==> config.mk <==
export PLATFORM = sky130hd
export DESIGN_NAME = board_debug_display
export DESIGN_NICKNAME = d
export VERILOG_FILES = /design/src/rtl/board_debug_display.sv
export SDC_FILE = /design/constraint.sdc
export NUM_CORES = 1
export LEC_CHECK = 0
export BUFFER_PORTS_ARGS = -buffer_cell sky130_fd_sc_hd__buf_4
export CAP_MARGIN = 20
export CORE_MARGIN = 3
export CORE_UTILIZATION = 45
export DETAILED_ROUTE_END_ITERATION = 7
export PLACE_DENSITY = 0.7
export SYNTH_ARGS = -nofsm -noshare
export SYNTH_HDL_FRONTEND = slang
export SYNTH_SLANG_ARGS = --single-unit
==> constraint.sdc <==
create_clock -name i_clk -period 3.4 [get_ports i_clk]
set_input_delay 1.02 -clock i_clk [delete_from_list [all_inputs] [get_ports i_clk]]
set_output_delay 1.02 -clock i_clk [all_outputs]
set_load 0.05 [all_outputs]
==> src/rtl/board_debug_display.sv <==
// Multi-page 7-segment debug display: debounced page key, freeze snapshot, PC breakpoint with blink.
// Optional BOARD_DISP_AUTOSCROLL_EN: advance the page on every blink-counter wrap while live.
module board_debug_display #(
    parameter int unsigned NUM_DIGITS = 8,
    parameter int unsigned NUM_PAGES  = 4,
    parameter int unsigned DEB_CYCLES = 50000,
    parameter int unsigned BLINK_BITS = 24,
    parameter int unsigned ROTATE     = 1
) (
    input  logic                              i_clk,
    input  logic                              i_rstn,
    input  logic [NUM_PAGES*NUM_DIGITS*4-1:0] i_page_data,
    input  logic                              i_key_next,
    input  logic                              i_freeze,
    input  logic                              i_bp_en,
    input  logic [15:0]                       i_bp_addr,
    input  logic [15:0]                       i_pc,
    input  logic                              i_pc_valid,
    output logic [NUM_DIGITS*7-1:0]           o_hex,
    output logic [$clog2(NUM_PAGES)-1:0]      o_page,
    output logic                              o_frozen,
    output logic                              o_bp_hit
);

    localparam int unsigned PAGE_W = NUM_DIGITS * 4;
    localparam int unsigned DATA_W = NUM_PAGES * PAGE_W;
    localparam int unsigned HEX_W  = NUM_DIGITS * 7;
    localparam int unsigned PG_W   = $clog2(NUM_PAGES);
    localparam int unsigned DEB_W  = (DEB_CYCLES > 1) ? $clog2(DEB_CYCLES) : 1;

    function automatic logic [6:0] f_seg(input logic [3:0] nib);
        logic [6:0] seg;
        case (nib)
            4'h0: seg = 7'h40;  4'h1: seg = 7'h79;  4'h2: seg = 7'h24;  4'h3: seg = 7'h30;
            4'h4: seg = 7'h19;  4'h5: seg = 7'h12;  4'h6: seg = 7'h02;  4'h7: seg = 7'h78;
            4'h8: seg = 7'h00;  4'h9: seg = 7'h10;  4'hA: seg = 7'h08;  4'hB: seg = 7'h03;
            4'hC: seg = 7'h46;  4'hD: seg = 7'h21;  4'hE: seg = 7'h06;  default: seg = 7'h0E;
        endcase
        return seg;
    endfunction

    // Upside-down digit: a<->d, b<->e, c<->f, g stays.
    function automatic logic [6:0] f_rot(input logic [6:0] s);
        return {s[6], s[2], s[1], s[0], s[5], s[4], s[3]};
    endfunction

    function automatic logic [6:0] f_digit(input logic [PAGE_W-1:0] bits, input int unsigned d);
        logic [3:0] nib;
        nib = (ROTATE != 0) ? bits[4*(NUM_DIGITS-1-d) +: 4] : bits[4*d +: 4];
        return (ROTATE != 0) ? f_rot(f_seg(nib)) : f_seg(nib);
    endfunction

    logic                  r_key_m, r_key_s, r_deb, r_armed;
    logic [DEB_W-1:0]      r_deb_cnt;
    logic                  r_frz_m, r_frz_s;
    logic [PG_W-1:0]       r_page;
    logic                  r_bp_hit, r_frozen;
    logic [DATA_W-1:0]     r_snap;
    logic [BLINK_BITS-1:0] r_blink;
    logic [HEX_W-1:0]      r_hex;

    logic                  w_deb_flip, w_press, w_bp_match, w_bp_nxt, w_frozen_nxt, w_scroll, w_blank;
    logic [PG_W-1:0]       w_page_nxt;
    logic [DATA_W-1:0]     w_src;
    logic [PAGE_W-1:0]     w_page_bits;
    logic [HEX_W-1:0]      w_hex_nxt;

    assign w_deb_flip = (r_key_s != r_deb) && (r_deb_cnt == DEB_W'(DEB_CYCLES - 1));
    // A key held through reset stays unarmed until it has been seen released.
    assign w_press    = w_deb_flip & r_deb & r_armed;
    assign w_bp_match = i_bp_en & i_pc_valid & (i_pc == i_bp_addr);

`ifdef BOARD_DISP_AUTOSCROLL_EN
    assign w_scroll = (&r_blink) & ~r_frozen & ~w_press;
`else
    assign w_scroll = 1'b0;
`endif

    always_ff @(posedge i_clk or negedge i_rstn) begin
        if (!i_rstn) begin
            r_key_m   <= 1'b0;
            r_key_s   <= 1'b0;
            r_deb     <= 1'b1;
            r_armed   <= 1'b0;
            r_deb_cnt <= '0;
        end else begin
            r_key_m <= i_key_next;
            r_key_s <= r_key_m;
            r_armed <= r_armed | r_key_s;
            if (r_key_s == r_deb) begin
                r_deb_cnt <= '0;
            end else if (w_deb_flip) begin
                r_deb     <= r_key_s;
                r_deb_cnt <= '0;
            end else begin
                r_deb_cnt <= r_deb_cnt + DEB_W'(1);
            end
        end
    end

    // Breakpoint: disable clears, a hit beats a same-cycle press.
    always_comb begin
        w_bp_nxt = r_bp_hit;
        if (!i_bp_en)        w_bp_nxt = 1'b0;
        else if (w_bp_match) w_bp_nxt = 1'b1;
        else if (w_press)    w_bp_nxt = 1'b0;
    end

    always_comb begin
        w_page_nxt = r_page;
        if ((w_press & ~r_bp_hit) | w_scroll)
            w_page_nxt = (r_page == PG_W'(NUM_PAGES - 1)) ? '0 : r_page + PG_W'(1);
    end

    assign w_frozen_nxt = r_frz_s | w_bp_nxt;
    assign w_blank      = r_bp_hit & r_blink[BLINK_BITS-1];

    always_comb begin
        w_src       = r_frozen ? r_snap : i_page_data;
        w_page_bits = w_src[32'(r_page)*PAGE_W +: PAGE_W];
        w_hex_nxt   = '1;
        for (int unsigned d = 0; d < NUM_DIGITS; d++) begin
            if (!w_blank) w_hex_nxt[7*d +: 7] = f_digit(w_page_bits, d);
        end
    end

    always_ff @(posedge i_clk or negedge i_rstn) begin
        if (!i_rstn) begin
            r_frz_m  <= 1'b0;
            r_frz_s  <= 1'b0;
            r_page   <= '0;
            r_bp_hit <= 1'b0;
            r_frozen <= 1'b0;
            r_snap   <= '0;
            r_blink  <= '0;
            r_hex    <= '1;
        end else begin
            r_frz_m  <= i_freeze;
            r_frz_s  <= r_frz_m;
            r_page   <= w_page_nxt;
            r_bp_hit <= w_bp_nxt;
            r_frozen <= w_frozen_nxt;
            r_blink  <= r_blink + BLINK_BITS'(1);
            r_hex    <= w_hex_nxt;
            if (w_frozen_nxt & ~r_frozen) r_snap <= i_page_data;
        end
    end

    assign o_hex    = r_hex;
    assign o_page   = r_page;
    assign o_frozen = r_frozen;
    assign o_bp_hit = r_bp_hit;

endmodule

==> metrics.txt <==
Synth Cell Area=about 16000 µm²; crit path time final=2.96 ns; total grt overflow=0; synth top area cells=dfrtp_1, mux4_2, dfstp_2; cell taking the most area after synthesis=dfrtp_1; clk sink count=234; die height=194 µm; Hold Crit Class=reg -> reg; CTS clk-pin slew, worst paths=0.06 ns; PwrDens=502 nW/µm²; Syn Area/Cell=about 10 µm²; share of cells above drive strength 1=0.292; RSZ-0062 raised after global routing=false; largest net degree at the start of global routing=163; Nets=1918; Post-synth top cells=dfrtp_1, nand2b_1, a21oi_1, and3_1, o211ai_1; Die Area=about 38000 µm²; vias in the first global route=13200; Worst-Skew Late Latency=between 0.5 and 0.6 ns; Post-synth EDFFs=0; Synth top area share=0.278; clk buf depth=3; Max Cap Violations=0; 1st-pass router iterations=5; Post-DRT Antenna Nets=0; Area growth syn-to-layout=19.5%; initial antenna violation count=1; Max stage delay on crit path=0.65 ns; sequential area share after synthesis=0.371; FF+latch count, synth=234; CP max FO=26; Post-Route WL=46500 µm; vias=roughly 14000; Worst Setup Path Type=reg -> reg; gr usage total=0.237; Die W=194 µm; max-slew violations=0; worst path required time=approximately 4 ns; hold slack=around 0.35 ns; H-tree levels=1; LEAKAGE=7.85 nW; count leader, synth=dfrtp_1; Initial Util=0.460; Worst Tran Pin Value=0.899 ns; Routed WL per cell=21.3 µm; crit path launch type=register; final hold viol count=0; outcome=completed; Tot Pwr=0.00956 W; Clk Tree Root Cell=clkbuf_16; fmax=between 300 and 400 MHz; period utilization=0.872; cts hold-fix bufs=0; Rel. slew slack=0.401; crit-path cells=buf_4, mux4_2, mux2_2, inv_1, ha_1, inv_1, mux4_2, or2_1; IO Port Bufs=between 200 and 250; FFs w/ async S/R, synth=1.00; Routability Congestion=0.812; Setup Fix Bufs, Post-CTS=0; num ports=226; ys flop type=dfrtp_1; post-CTS sizing=0; CTS tree=done; detailed-placement wirelength estimate=29800 µm; Num CTS Buffers=29; Setup TNS Final=0 ns; Core Area=34700 µm²; vias per cell=6.27; Finish-stage setup viols=0; Syn Nets=1774; Worst Clk Skew=0.00975 ns; DRC violations left=0; YS warnings=0; Cells after Synth=1557; Iter 0 DRT Violations=1152; Setup crit end kind=register; VDD IR max=0.422 mV; Cell variety after synth=54; FP Rows=68; slowest CP cell=dfrtp_4; Arr. time, crit path=roughly 3.5 ns; global-route wire length before repair=74100 µm
==> layout by cell type (no fill, tap or decap), types with 51 or more instances in the layout <==
cell type and n:
dfstp_2 57, o2111ai_1 129, ha_1 51, mux4_2 67, and3_1 137, dfrtp_1 174, a21oi_1 140, o211ai_1 135
nand2b_1 142, buf_4 267
==> final cells by class <==
cell class	instances	area, µm²
antenna	1	2.50
fill	3049	15700
clock buffer	47	915
timing repair buffer	281	2280
tap	455	569
clock inverter	7	67.6
sequential	234	5940
multi-input combinational	1129	9190
inverter	26	104
==> registers in the layout (all words and copies together), names as in the netlist, 2 cells and up <==
signal     cells
o_page         2
r_blink       24
r_deb_cnt     16
r_snap       128
o_hex         56
==> worst max-delay path: cells and delay by family (launching register included) <==
kind                       cells  cell delay [ns]
muxes                          3             1.37
DFF                            1             0.65
buffers and inverters          3             0.47
and+or+nand+nor                1             0.22
adders and majority gates      1             0.18
==> path summary, 6_finish.rpt <==
path | from | to | slack, ns | cells past startpoint
setup / recovery | o_frozen | o_hex[28] | 0.44 | 8
hold / removal | r_key_m | r_key_s | 0.35 | 0
setup reg to reg | o_frozen | o_hex[28] | 0.44 | 8
hold reg to reg | r_key_m | r_key_s | 0.35 | 0
max in group asynchronous | i_rstn | o_hex[35] | 2.17 | 2
min in group asynchronous | i_rstn | r_snap[58] | 0.39 | 1
==> metrics by stage <==
step / setup WS (ns) / std cells / util / instance area [µm²]
3_5_place_dp: 0.272 / 2125 / 0.521 / 18100
3_3_place_gp: 0.309 / 2125 / 0.521 / 18100
2_1_floorplan: 0.328 / 1557 / - / 16000
4_1_cts: 0.450 / 2179 / 0.549 / 19100
6_report: 0.435 / 2180 / 0.549 / 19100
5_1_grt: 0.316 / 2179 / 0.549 / 19100
==> report_power, final <==
group / internal (W) / switching (W) / leakage, nW / total [W]
registers: 0.00330 / 0.000305 / 2.62 / 0.00361
clock network: 0.00191 / 0.00126 / 0.485 / 0.00316
logic: 0.00116 / 0.00163 / 4.75 / 0.00279
total: 0.00637 / 0.00319 / 7.85 / 0.00956
==> layer usage <==
| metal | vias to the layer above | wire [µm] | global-route usage | share of wire |
|---|---|---|---|---|
| met2 | 472 | 20600 | 0.348 | 0.44 |
| met5 | - | 0 | 0 | 0 |
| li1 | 6290 | - | - | - |
| met1 | 6854 | 21600 | 0.360 | 0.46 |
| met3 | 63 | 3230 | 0.0459 | 0.070 |
| met4 | 0 | 1150 | 0.0588 | 0.025 |
==> cell families (layout without fill, tap and decap cells) <==
group           Yosys count  after routing  share of synthesized area
compound gates          472            472                      0.209
xor+xnor                 54             54                     0.0296
fa+ha+maj                51             51                     0.0400
buf+inv                 194            361                     0.0558
flops                   234            234                      0.371
mux                     127            127                      0.141
other cells               0              1                          0
simple gates            425            425                      0.154
No activity file was read; power rests on OpenSTA's default activity.
